===== config.mk =====
export PLATFORM = sky130hd
export DESIGN_NAME = axi_lite_cmd_arbiter
export DESIGN_NICKNAME = d
export VERILOG_FILES = /design/src/rtl/axi_lite_cmd_arbiter.sv
export SDC_FILE = /design/constraint.sdc
export NUM_CORES = 1
export LEC_CHECK = 0
export BUFFER_PORTS_ARGS = -buffer_cell sky130_fd_sc_hd__buf_2
export CAP_MARGIN = 20
export CORE_AREA = 2 2 130 132
export DETAILED_ROUTE_END_ITERATION = 10
export DIE_AREA = 0 0 132 134
export PLACE_DENSITY = 0.75
export SLEW_MARGIN = 20
export SYNTH_ARGS = -nofsm -noshare
export SYNTH_HDL_FRONTEND = slang
export SYNTH_SLANG_ARGS = --single-unit

===== constraint.sdc =====
create_clock -name aclk -period 2.5 [get_ports aclk]
set_clock_uncertainty 0.05 [all_clocks]
set_input_delay 0.125 -clock aclk [delete_from_list [all_inputs] [get_ports aclk]]
set_output_delay 0.125 -clock aclk [all_outputs]
set_load 0.005 [all_outputs]

===== src/rtl/axi_lite_cmd_arbiter.sv =====
// rtl/axi_lite_cmd_arbiter.sv - two-requester round-robin command arbiter/sequencer for an AXI-Lite master
module axi_lite_cmd_arbiter #(
    parameter int unsigned TIMEOUT_CYCLES = 1024
) (
    input  logic        aclk,
    input  logic        areset_n,

    input  logic        req0_valid,
    input  logic        req0_write,
    input  logic [31:0] req0_addr,
    input  logic [31:0] req0_wdata,
    input  logic [3:0]  req0_wstrb,
    output logic        req0_ready,
    output logic        req0_done,
    output logic [31:0] req0_rdata,
    output logic        req0_err,

    input  logic        req1_valid,
    input  logic        req1_write,
    input  logic [31:0] req1_addr,
    input  logic [31:0] req1_wdata,
    input  logic [3:0]  req1_wstrb,
    output logic        req1_ready,
    output logic        req1_done,
    output logic [31:0] req1_rdata,
    output logic        req1_err,

    output logic        start_read,
    output logic        start_write,
    output logic [31:0] addr,
    output logic [31:0] data,
    output logic [3:0]  wstrb,

    input  logic        bvalid,
    input  logic        bready,
    input  logic [1:0]  bresp,
    input  logic        rvalid,
    input  logic        rready,
    input  logic [1:0]  rresp,
    input  logic [31:0] rdata_in,

    output logic [1:0]  grant,
    output logic        busy,
    output logic [15:0] timeout_cnt_dbg
);

    typedef enum logic [1:0] {
        S_IDLE  = 2'd0,
        S_ISSUE = 2'd1,
        S_WAIT  = 2'd2,
        S_DONE  = 2'd3
    } state_t;

    localparam logic [15:0] TO_LAST = 16'(TIMEOUT_CYCLES - 1);

    state_t      state_q, state_d;
    logic        last_grant_q, last_grant_d;   // 1 = req1 won the most recent accept
    logic [1:0]  grant_q, grant_d;
    logic        cmd_write_q, cmd_write_d;
    logic [31:0] addr_q, addr_d;
    logic [31:0] data_q, data_d;
    logic [3:0]  wstrb_q, wstrb_d;
    logic [15:0] cnt_q, cnt_d;
    logic [31:0] req0_rdata_q, req0_rdata_d;
    logic        req0_err_q, req0_err_d;
    logic [31:0] req1_rdata_q, req1_rdata_d;
    logic        req1_err_q, req1_err_d;

    logic        win0, win1, accept;
    logic        hs, resp_err, timed_out;
    logic [31:0] result_rdata;
    logic        result_err;

    // Round-robin pick: on contention the requester that did not win last time goes
    assign win0   = req0_valid & (~req1_valid | last_grant_q);
    assign win1   = req1_valid & (~req0_valid | ~last_grant_q);
    assign accept = (state_q == S_IDLE) & (win0 | win1);

    // Only the handshake matching the issued command type counts as completion
    assign hs        = cmd_write_q ? (bvalid & bready) : (rvalid & rready);
    assign resp_err  = cmd_write_q ? (bresp != 2'b00) : (rresp != 2'b00);
    assign timed_out = (cnt_q == TO_LAST);

    // State register
    always_ff @(posedge aclk or negedge areset_n) begin
        if (!areset_n) begin
            state_q <= S_IDLE;
        end else begin
            state_q <= state_d;
        end
    end

    // Next-state logic; completion takes precedence over timeout
    always_comb begin
        state_d = state_q;
        case (state_q)
            S_IDLE:  if (accept) state_d = S_ISSUE;
            S_ISSUE: state_d = S_WAIT;
            S_WAIT:  if (hs || timed_out) state_d = S_DONE;
            S_DONE:  state_d = S_IDLE;
            default: state_d = S_IDLE;
        endcase
    end

    // Output decode: strobes and pulses are single-cycle by construction of the state sequence
    always_comb begin
        req0_ready  = 1'b0;
        req1_ready  = 1'b0;
        start_read  = 1'b0;
        start_write = 1'b0;
        req0_done   = 1'b0;
        req1_done   = 1'b0;
        busy        = (state_q != S_IDLE);
        case (state_q)
            S_IDLE: begin
                req0_ready = win0;
                req1_ready = win1;
            end
            S_ISSUE: begin
                start_write = cmd_write_q;
                start_read  = ~cmd_write_q;
            end
            S_DONE: begin
                req0_done = grant_q[0];
                req1_done = grant_q[1];
            end
            default: ;
        endcase
    end

    // Completion result: read data only for a clean read, error on bad resp or timeout
    always_comb begin
        result_rdata = 32'd0;
        result_err   = 1'b1;
        if (hs) begin
            result_err = resp_err;
            if (!cmd_write_q && rresp == 2'b00) begin
                result_rdata = rdata_in;
            end
        end
    end

    // Datapath next values: command capture on accept, WAIT counter, per-requester result
    always_comb begin
        last_grant_d = last_grant_q;
        grant_d      = grant_q;
        cmd_write_d  = cmd_write_q;
        addr_d       = addr_q;
        data_d       = data_q;
        wstrb_d      = wstrb_q;
        cnt_d        = cnt_q;
        req0_rdata_d = req0_rdata_q;
        req0_err_d   = req0_err_q;
        req1_rdata_d = req1_rdata_q;
        req1_err_d   = req1_err_q;
        case (state_q)
            S_IDLE: begin
                if (accept) begin
                    last_grant_d = win1;
                    grant_d      = {win1, win0};
                    cmd_write_d  = win1 ? req1_write : req0_write;
                    addr_d       = win1 ? req1_addr  : req0_addr;
                    data_d       = win1 ? req1_wdata : req0_wdata;
                    wstrb_d      = win1 ? req1_wstrb : req0_wstrb;
                end
            end
            S_ISSUE: begin
                cnt_d = 16'd0;
            end
            S_WAIT: begin
                if (hs || timed_out) begin
                    if (grant_q[1]) begin
                        req1_rdata_d = result_rdata;
                        req1_err_d   = result_err;
                    end else begin
                        req0_rdata_d = result_rdata;
                        req0_err_d   = result_err;
                    end
                end else if (cnt_q != 16'hFFFF) begin
                    cnt_d = cnt_q + 16'd1;
                end
            end
            S_DONE: begin
                grant_d = 2'b00;
            end
            default: ;
        endcase
    end

    // Datapath registers
    always_ff @(posedge aclk or negedge areset_n) begin
        if (!areset_n) begin
            last_grant_q <= 1'b1;
            grant_q      <= 2'b00;
            cmd_write_q  <= 1'b0;
            addr_q       <= 32'd0;
            data_q       <= 32'd0;
            wstrb_q      <= 4'd0;
            cnt_q        <= 16'd0;
            req0_rdata_q <= 32'd0;
            req0_err_q   <= 1'b0;
            req1_rdata_q <= 32'd0;
            req1_err_q   <= 1'b0;
        end else begin
            last_grant_q <= last_grant_d;
            grant_q      <= grant_d;
            cmd_write_q  <= cmd_write_d;
            addr_q       <= addr_d;
            data_q       <= data_d;
            wstrb_q      <= wstrb_d;
            cnt_q        <= cnt_d;
            req0_rdata_q <= req0_rdata_d;
            req0_err_q   <= req0_err_d;
            req1_rdata_q <= req1_rdata_d;
            req1_err_q   <= req1_err_d;
        end
    end

    assign addr            = addr_q;
    assign data            = data_q;
    assign wstrb           = wstrb_q;
    assign grant           = grant_q;
    assign timeout_cnt_dbg = cnt_q;
    assign req0_rdata      = req0_rdata_q;
    assign req0_err        = req0_err_q;
    assign req1_rdata      = req1_rdata_q;
    assign req1_err        = req1_err_q;

endmodule

# == Yosys cells after proc, flatten, opt, wreduce, memory -nomap -nowiden ==
# Cells that the tools add are included.
# totals
wordCells,74
output_inout_bits,159
in_bits,182
regBits,156
# op_classes
bitwise_logic,13
n_reduce_logical,16
muxes,23
n_addsub,1
eq_ne,9
# op_table
cell,count
$mux 32,4
$mux 16,2
$pmux 16 s2,1
$add 16x1->16 const B,1
$eq 16x10->1 const B,1
$ne 16x16->1 const B,1
$mux 1,10
$reduce_bool 2->1,5
$reduce_and 3->1,3
$ne 2x2->1 const B,4
$pmux 2 s4,1
$mux 2,3
$reduce_and 2->1,3
$and 1x1->1,5
$not 1->1,5
$eq 2x2->1 const B,2
$logic_not 2->1,2
$mux 4,1
$pmux 2 s2,1
$or 1x1->1,3
$eq 2x1->1 const B,1
$logic_and 1x1->1,1
$logic_not 1->1,1
$logic_or 1x1->1,1

# == Depth between registers and ports, before layout ==
# Gate-level depths: netlist of run 1.
# depth
depth_word,7
ltp_mapped,9
ltp_nobuf,6

# == Worst setup path before layout of run 1 ==
# OpenSTA, ideal clock, no wires.
# synth_path
path_kind,reg2reg
startpoint,register cnt_q[12] (netlist: timeout_cnt_dbg[12])
endpoint,register state_q[1]
stages_incl_launch_ff,6
t_arrival_ns,1.980
path_buffers,0
path_slack_ns,0.342
setup_time_ns,0.128
synth_period_minus_slack_ns,2.158
required_ns,2.322
path_cell_list,dfrtp_1 or4_4 nor4_4 nand3b_4 a21boi_2 mux2_1
# synth_via
elab_chain_cells,4
# synth_rtl
element,line,source
start: declaration,63,"logic [15:0] cnt_q, cnt_d;"
start signal: assignment,211,cnt_q <= cnt_d;
$eq 16x10->1,82,assign timed_out = (cnt_q == TO_LAST);
$logic_or 1x1->1,99,S_WAIT: if (hs || timed_out) state_d = S_DONE;
$ne 2x2->1 (no source line),n/a,
$reduce_and 2->1 (no source line),n/a,
end signal: assignment,89,state_q <= state_d;
end: declaration,56,"state_t state_q, state_d;"
# No other way between the ends.
# A chain may end at the register's enable or synchronous reset.

# == Worst setup path in the final report of run 1 ==
# layout_path
startpoint,register cnt_q[0] (netlist: timeout_cnt_dbg[0])
endpoint,register cnt_q[15] (netlist: timeout_cnt_dbg[15])
# layout_via
elab_chain_cells,4
word_cells_on_any_way,10
classes_between,add/sub (1); eq/ne (4); mux (3); reduce/logical (2)
# layout_rtl
element,line
$add 16x1->16 or $eq 16x10->1 (tied branches),"180, 82"
$mux 16 or $logic_or 1x1->1 (tied branches),"179, 171"
$mux 16 or $ne 2x2->1 (tied branches),n/a
$pmux 16 s2 or $reduce_and 3->1 (tied branches),n/a
# Several ways; a longest one is shown, not always the timed one. The select of a mux whose other input is x is not followed.

==> impl_results.md, run 1 <==
* Clk buf depth at 2
* RSZ-0062 raised after global routing: no
* Setup TNS at 0 ps
* Synth Register Bits at between 150 and 200
* Top-count cell post-synth: nand2_1
* Clock Latency Late Sink at approximately 420 ps
* Most used DFF post-synth: dfrtp_1
* Crit-path max FO at 13
* DIE WIDTH at 132 um
* Clk slew on worst S/H paths at 70 ps
* Max Cap Violations at 0
* Main combinational cell family by area after synthesis: simple AND/OR/NAND/NOR gates
* LEAKAGE at approximately 0.0057 uW
* Status: finished, final reports clean
* # IOs at around 340
* Critical path endpoint category: register
* Pins over their slew limit at 0
* Synthesized cell area at about 7000 um2
* Initial antenna violation count at 9
* Routed vias/inst at 5.22
* Root buffer cell: clkbuf_16
* Yosys top cell by area: dfrtp_1
* Post-Synth XOR/XNOR Area at 0
* WS Path Type: register to register
* Worst hold margin at 140 ps
* Post-synthesis adder-cell area fraction at 0.00895
* Pwr dens at approximately 900 nW/um2
* Post-synth top cells: nand2_1, dfrtp_1, o21ai_0
* CTS Buf Count at 17
* Final worst path period share at 0.911
* Fmax at ~0.44 GHz
* Final setup margin at between 200 and 250 ps
* Netlist cell types at 47
* Post-detail-place hpwl at 15.4 mm
* Average routed wire per standard cell at approximately 18 um
* CTS tree: done
* Peak VDD IR at ~0.57 mV
* Row cnt at 47
* Initial DRC count at roughly 380
* Antenna-violating nets left at 0
* Crit path time final at about 2300 ps
* Syn Area/Cell at just under 10 um2
* DIE AREA at around 18,000 um2
* Post-synth EDFFs at 0
* Crit path from: timeout_cnt_dbg[0]$_DFFE_PN0P_
* Layout area overhead at 62.2%
* Synth async-reset ratio at 1.00
* GRT overflow at 0
* Global-route wire length before repair at 41.0 mm
* Mux contribution to synthesized area at 0.106
* WP data required at between 2000 and 3000 ps
* CP startpoint kind: register
* Worst hold path startpoint: req0_write
* GRT Total Usage at 0.295
* Hold Path Class: input port to register
* CORE AREA at 16,300 um2
* Post-Syn Instances at 704
* Worst-margin pin slew at 624 ps
* # setup viols final at 0
* Non-filler instance count after layout at approximately 1,400
* Final layout net count at 1,393
* Final Hold Violating Endpoints at 0
* Die height at 134 um
* Number of global-route vias before repair at ~8,000
* Initial Util at 0.429
* Simple-gate area share of the yosys netlist at 0.154
* Max_slew headroom at 0.584
* Critical Path AT at approximately 2500 ps
* Synth warn at 0
* Layout cell share with drive strength beyond 1 at 0.331
* DRT Pass-1 Iters at 5
* Sequential element share of the synthesized area at 0.558
* H-Tree Depth at 4
* Syn Nets at around 900
* Final Wtd Congestion at ~0.84
* CTS sink count at 156
* Placed Cells at around 1,200
* # fillers at roughly 1,100
* Routed Wire Length at about 26 mm
* Via count at roughly 7,600
* R2R Path Start: timeout_cnt_dbg[0]$_DFFE_PN0P_
* Synth Area in Compound Gates at 0.135
* Port buffer count at 340
* Final routed DRC violation total at 0
* Post-synth top area share at 0.555
* Pre-CTS setup slack at between 200 and 250 ps
* Synth area leaders: dfrtp_1, mux2i_1, nand2_1, o21ai_0, o311ai_0
* Largest net degree at the start of global routing at between 80 and 90
[worst paths after layout]
kind	slack [ps]	depth (start not counted)	to
worst max-delay path	220	6	timeout_cnt_dbg[15]$_DFFE_PN0P_
worst min-delay path	140	3	cmd_write_q$_DFFE_PN0P_
worst max register to register	220	6	timeout_cnt_dbg[15]$_DFFE_PN0P_
worst min register to register	430	2	req1_err$_DFFE_PN0P_
max in group asynchronous	1340	3	timeout_cnt_dbg[2]$_DFFE_PN0P_
min in group asynchronous	160	2	cmd_write_q$_DFFE_PN0P_
[registers in the layout (all words and copies together) (netlist names)]
register and cells:
timeout_cnt_dbg 16, state_q 2, addr 32, data 32, wstrb 4, req1_err 1, grant 2, req0_err 1
last_grant_q 1, req1_rdata 32, req0_rdata 32, cmd_write_q 1
[where the power goes]
group | switching [uW] | internal, uW | total, uW
logic | 1990 | 1670 | 3650
clock network | 1160 | 1410 | 2560
registers | 553 | 3300 | 3850
total | 3700 | 6370 | 10100
[through the flow]
stage	total power [uW]	cell area, um2	util
floorplan	5360	6990	-
global placement	6770	8980	0.551
detailed placement	6890	8980	0.551
CTS	9810	11300	0.691
global route	10600	11300	0.696
finish	10100	11300	0.696
[timing repair]
action / CTS / global route
gates resized for setup: 0 / 0
hold buffers: 170 / 1
buffers inserted: 0 / 4
endpoints found under the setup margin: 0 / 1
hold endpoints to repair: 176 / 1
[worst max-delay path, stage by stage, from the launching register on]
cell and delay, ps:
dfrtp_1 440, ha_1 250, nand4_1 190, nor4_4 90, nand2b_1 330, or4b_2 690, o311ai_0 120
[cell families (layout without fill, tap and decap cells)]
| group | after synthesis | after routing |
|---|---|---|
| mux | 74 | 74 |
| other cells | 0 | 8 |
| simple gates | 244 | 244 |
| flops | 156 | 156 |
| compound gates | 168 | 168 |
| buf+inv | 57 | 572 |
| fa+ha+maj | 5 | 5 |
[area by class of cell]
class | instances | area [um2] | share of cell area
multi-input combinational | 491 | 2860 | 0.252
antenna | 8 | 20.0 | 0.00177
clock buffer | 17 | 425 | 0.0375
timing repair buffer | 531 | 3670 | 0.324
sequential | 156 | 3910 | 0.344
clock inverter | 15 | 149 | 0.0131
inverter | 9 | 33.8 | 0.00298
tap | 220 | 275 | 0.0243
[metal layers]
metal,vias to the layer above,global-route usage,wire length [um]
met5,-,0,10
met4,2,0.162,1340
met3,99,0.0786,2000
met2,425,0.498,12800
met1,3565,0.343,10100
li1,3462,-,-
[placed cells by master (no fill, tap or decap), types with 11 or more instances in the layout]
cell / n
mux2i_1: 73
o21ai_1: 11
buf_4: 12
buf_2: 339
dfrtp_1: 155
nand2_1: 185
nand3_1: 13
dlygate4sd3_1: 171
o311ai_0: 14
clkbuf_16: 17
o21ai_0: 127
Power figures use the tool's default switching activity.
==> run 2: changes to the inputs <==
--- a/config.mk
+++ b/config.mk
@@ -5,11 +5,12 @@
 export SDC_FILE = /design/constraint.sdc
 export NUM_CORES = 1
 export LEC_CHECK = 0
+export ABC_AREA = 1
 export BUFFER_PORTS_ARGS = -buffer_cell sky130_fd_sc_hd__buf_2
 export CAP_MARGIN = 20
-export CORE_AREA = 2 2 130 132
+export CORE_AREA = 2 2 132 134
 export DETAILED_ROUTE_END_ITERATION = 10
-export DIE_AREA = 0 0 132 134
+export DIE_AREA = 0 0 134 136
 export PLACE_DENSITY = 0.75
 export SLEW_MARGIN = 20
 export SYNTH_ARGS = -nofsm -noshare
==> constraint.sdc (replaced) <==
create_clock -name aclk -period 2.76 [get_ports aclk]
set_clock_uncertainty 0.05 [all_clocks]
set_input_delay 0.138 -clock aclk [delete_from_list [all_inputs] [get_ports aclk]]
set_output_delay 0.138 -clock aclk [all_outputs]
set_load 0.005 [all_outputs]
==> run 2 against run 1 <==
  * Synthesized cell count rose by 24%
  * Clock-buffer cell count rose by 2
  * First-iteration DRC count rose by 28%
  * Critical endpoint is now addr[31]$_DFFE_PN0P_
  * Final area rose by 1.4%
  * Core utilization fell by 1.5 points
  * Sequential cell count did not move
  * Critical path depth rose by 2
==> impl_results.md, run 2 <==
* Status: finished, final reports clean
* Post-synth top cells: nand2_1, dfrtp_1, nor2_1
* Crit path time final at about 2600 ps
* CORE AREA at 16,900 um2
* Root buffer cell: clkbuf_16
* Initial DRC count at a little under 500
* WP data required at ~3000 ps
* Row cnt at 48
* Clk slew on worst S/H paths at 70 ps
* CP startpoint kind: register
* LEAKAGE at 0.00578 uW
* Clock Latency Late Sink at around 420 ps
* Post-synth top area share at 0.531
* R2R Setup Slk at approximately 200 ps
* Met2 GRT Util at 0.487
* Final Hold Violating Endpoints at 0
* Number of global-route vias before repair at ~8,400
* Post-detail-place hpwl at about 16 mm
* R2r endpoint: addr[31]$_DFFE_PN0P_
* H-Tree Depth at 4
* Pwr dens at just under 900 nW/um2
* Layout area overhead at 57.5%
* Pre-CTS setup slack at 563 ps
* Synth warn at 0
* GR peak layer: met2
* Post-Place Cell Area at between 9000 and 10,000 um2
* Commonest non-fill, non-tap cell in the layout: buf_2
* CTS Buf Count at 17
* Synth area leaders: dfrtp_1, nand2_1, a31oi_1, nor2_1, o21ai_2
* Final Wtd Congestion at 0.878
* Max_slew headroom at 0.494
* Initial antenna violation count at 10
* CTS sink count at 156
* Post-synth EDFFs at 0
* Placed Cells at ~1,400
* GRT Total Usage at 0.294
* Hold Path Class: input port to register
* Postcts setup bufs at 0
* Non-filler instance count after layout at ~1,600
* Worst hold path startpoint: bresp[0]
* Most used DFF post-synth: dfrtp_1
* Setup TNS at 0 ps
* Die height at 136 um
* Clk buf depth at 2
* Hold depth at 5
* Hold Path Sink: req1_err$_DFFE_PN0P_
* Synthesized cell area at 7300 um2
* Commonest cells after routing, fill and taps aside: buf_2, nand2_1, dlygate4sd3_1
* Top-count cell post-synth: nand2_1
* CTS tree: done
* Syn Nets at around 1,100
* Synth Register Bits at roughly 160
* Fmax at between 0.3 and 0.4 GHz
* Worst-margin pin slew at about 760 ps
* Synth async-reset ratio at 1.00
* Syn Area/Cell at 8.38 um2
* Post-Syn Instances at slightly below 900
* Pins over their slew limit at 0
* Final non-filler cell area at between 10,000 and 15,000 um2
* Sequential element share of the synthesized area at 0.535
* Largest net degree at the start of global routing at 70
* # setup viols final at 0
* Final setup margin at 201 ps
* Yosys top cell by area: dfrtp_1
* Via count at approximately 8,300
* Final layout net count at 1,552
* GRT overflow at 0
* DRT Pass-1 Iters at 5
* Max Cap Violations at 0
* Routed Wire Length at around 27 mm
* Met3 Resource Use GR at 0.0958
* Average routed wire per standard cell at 16.9 um
* Port buffer count at 340
* Layout cell share with drive strength beyond 1 at 0.319
* GRT met1 Usage at 0.331
* R2R Path Start: state_q[0]$_DFFE_PN0P_
* Peak VDD IR at 0.531 mV
* DIE AREA at roughly 18,000 um2
* Antenna-violating nets left at 0
* Critical Path AT at ~2900 ps
* # IOs at about 340
* Routed vias/inst at slightly above 5
* WS Path Type: register to register
* Initial Util at 0.433
* Final worst path period share at 0.927
* Crit-path max FO at just under 50
* Worst r2r path cells at 8
* RSZ-0062 raised after global routing: no
* DIE WIDTH at approximately 130 um
* Netlist cell types at 31
* Critical path endpoint category: register
* Tot Pwr at 10000 uW
* Global-route wire length before repair at roughly 42 mm
* Final routed DRC violation total at 0
-- run 2: final cells by class --
class / instances / area (um2)
Inverter: 35 / 136
Tap cell: 225 / 282
Sequential cell: 156 / 3910
Fill cell: 1265 / 5380
Multi-Input combinational cell: 632 / 2980
Clock inverter: 13 / 156
Timing Repair Buffer: 523 / 3580
Antenna cell: 10 / 25.0
Clock buffer: 19 / 433
-- run 2: kinds of logic after synthesis --
| family | count (synthesis) | synth area share |
|---|---|---|
| buffers and inverters | 83 | 0.0598 |
| XOR/XNOR | 3 | 0.00360 |
| flip-flops | 156 | 0.535 |
| AO/OA/AOI/OAI | 156 | 0.135 |
| AND/OR/NAND/NOR | 468 | 0.258 |
| adder cells (fa/ha/maj) | 5 | 0.00857 |
-- run 2: worst max path at each step --
stage | start | endpoint | slack [ps]
after floorplan | timeout_cnt_dbg[0]$_DFFE_PN0P_ | req1_rdata[24]$_DFFE_PN0P_ | 1030
after global placement | timeout_cnt_dbg[0]$_DFFE_PN0P_ | req1_err$_DFFE_PN0P_ | 660
after detailed placement | timeout_cnt_dbg[0]$_DFFE_PN0P_ | req1_rdata[0]$_DFFE_PN0P_ | 560
after CTS | state_q[0]$_DFFE_PN0P_ | cmd_write_q$_DFFE_PN0P_ | 220
after global routing | state_q[0]$_DFFE_PN0P_ | cmd_write_q$_DFFE_PN0P_ | 70
final | state_q[0]$_DFFE_PN0P_ | addr[31]$_DFFE_PN0P_ | 200
-- run 2: metal layers --
metal	wire length [um]	up-vias
met5	11	-
met3	2370	115
met4	1590	2
li1	-	3835
met1	10200	3895
met2	13100	467
-- run 2: critical path: stages (launching register included) --
cell and delay [ps]:
dfrtp_1 420, inv_1 100, ha_1 260, nand2_1 210
nand2_8 260, buf_12 250, nor2_1 90, a31oi_1 220
dlygate4sd3_1 600
-- run 2: power by group --
group | internal [uW] | leakage (uW) | switching (uW)
sequential | 2910 | 0.00197 | 404
clock | 1360 | 0.000275 | 1040
combinational | 2160 | 0.00353 | 2120
total | 6430 | 0.00578 | 3570
-- run 2: per-stage QoR --
step / util / hold slack [ps]
after global routing: 0.681 / 117
after CTS: 0.679 / 79.6
after detailed placement: 0.543 / 103
after floorplan: - / -208
after global placement: 0.543 / 103
final: 0.681 / 96.3
-- run 2: what timing repair did --
item                                    4_1_cts  5_1_grt
endpoints found under the setup margin        0        2
gates resized for setup                       0        1
hold buffers                                171        0
hold endpoints to repair                    189        0
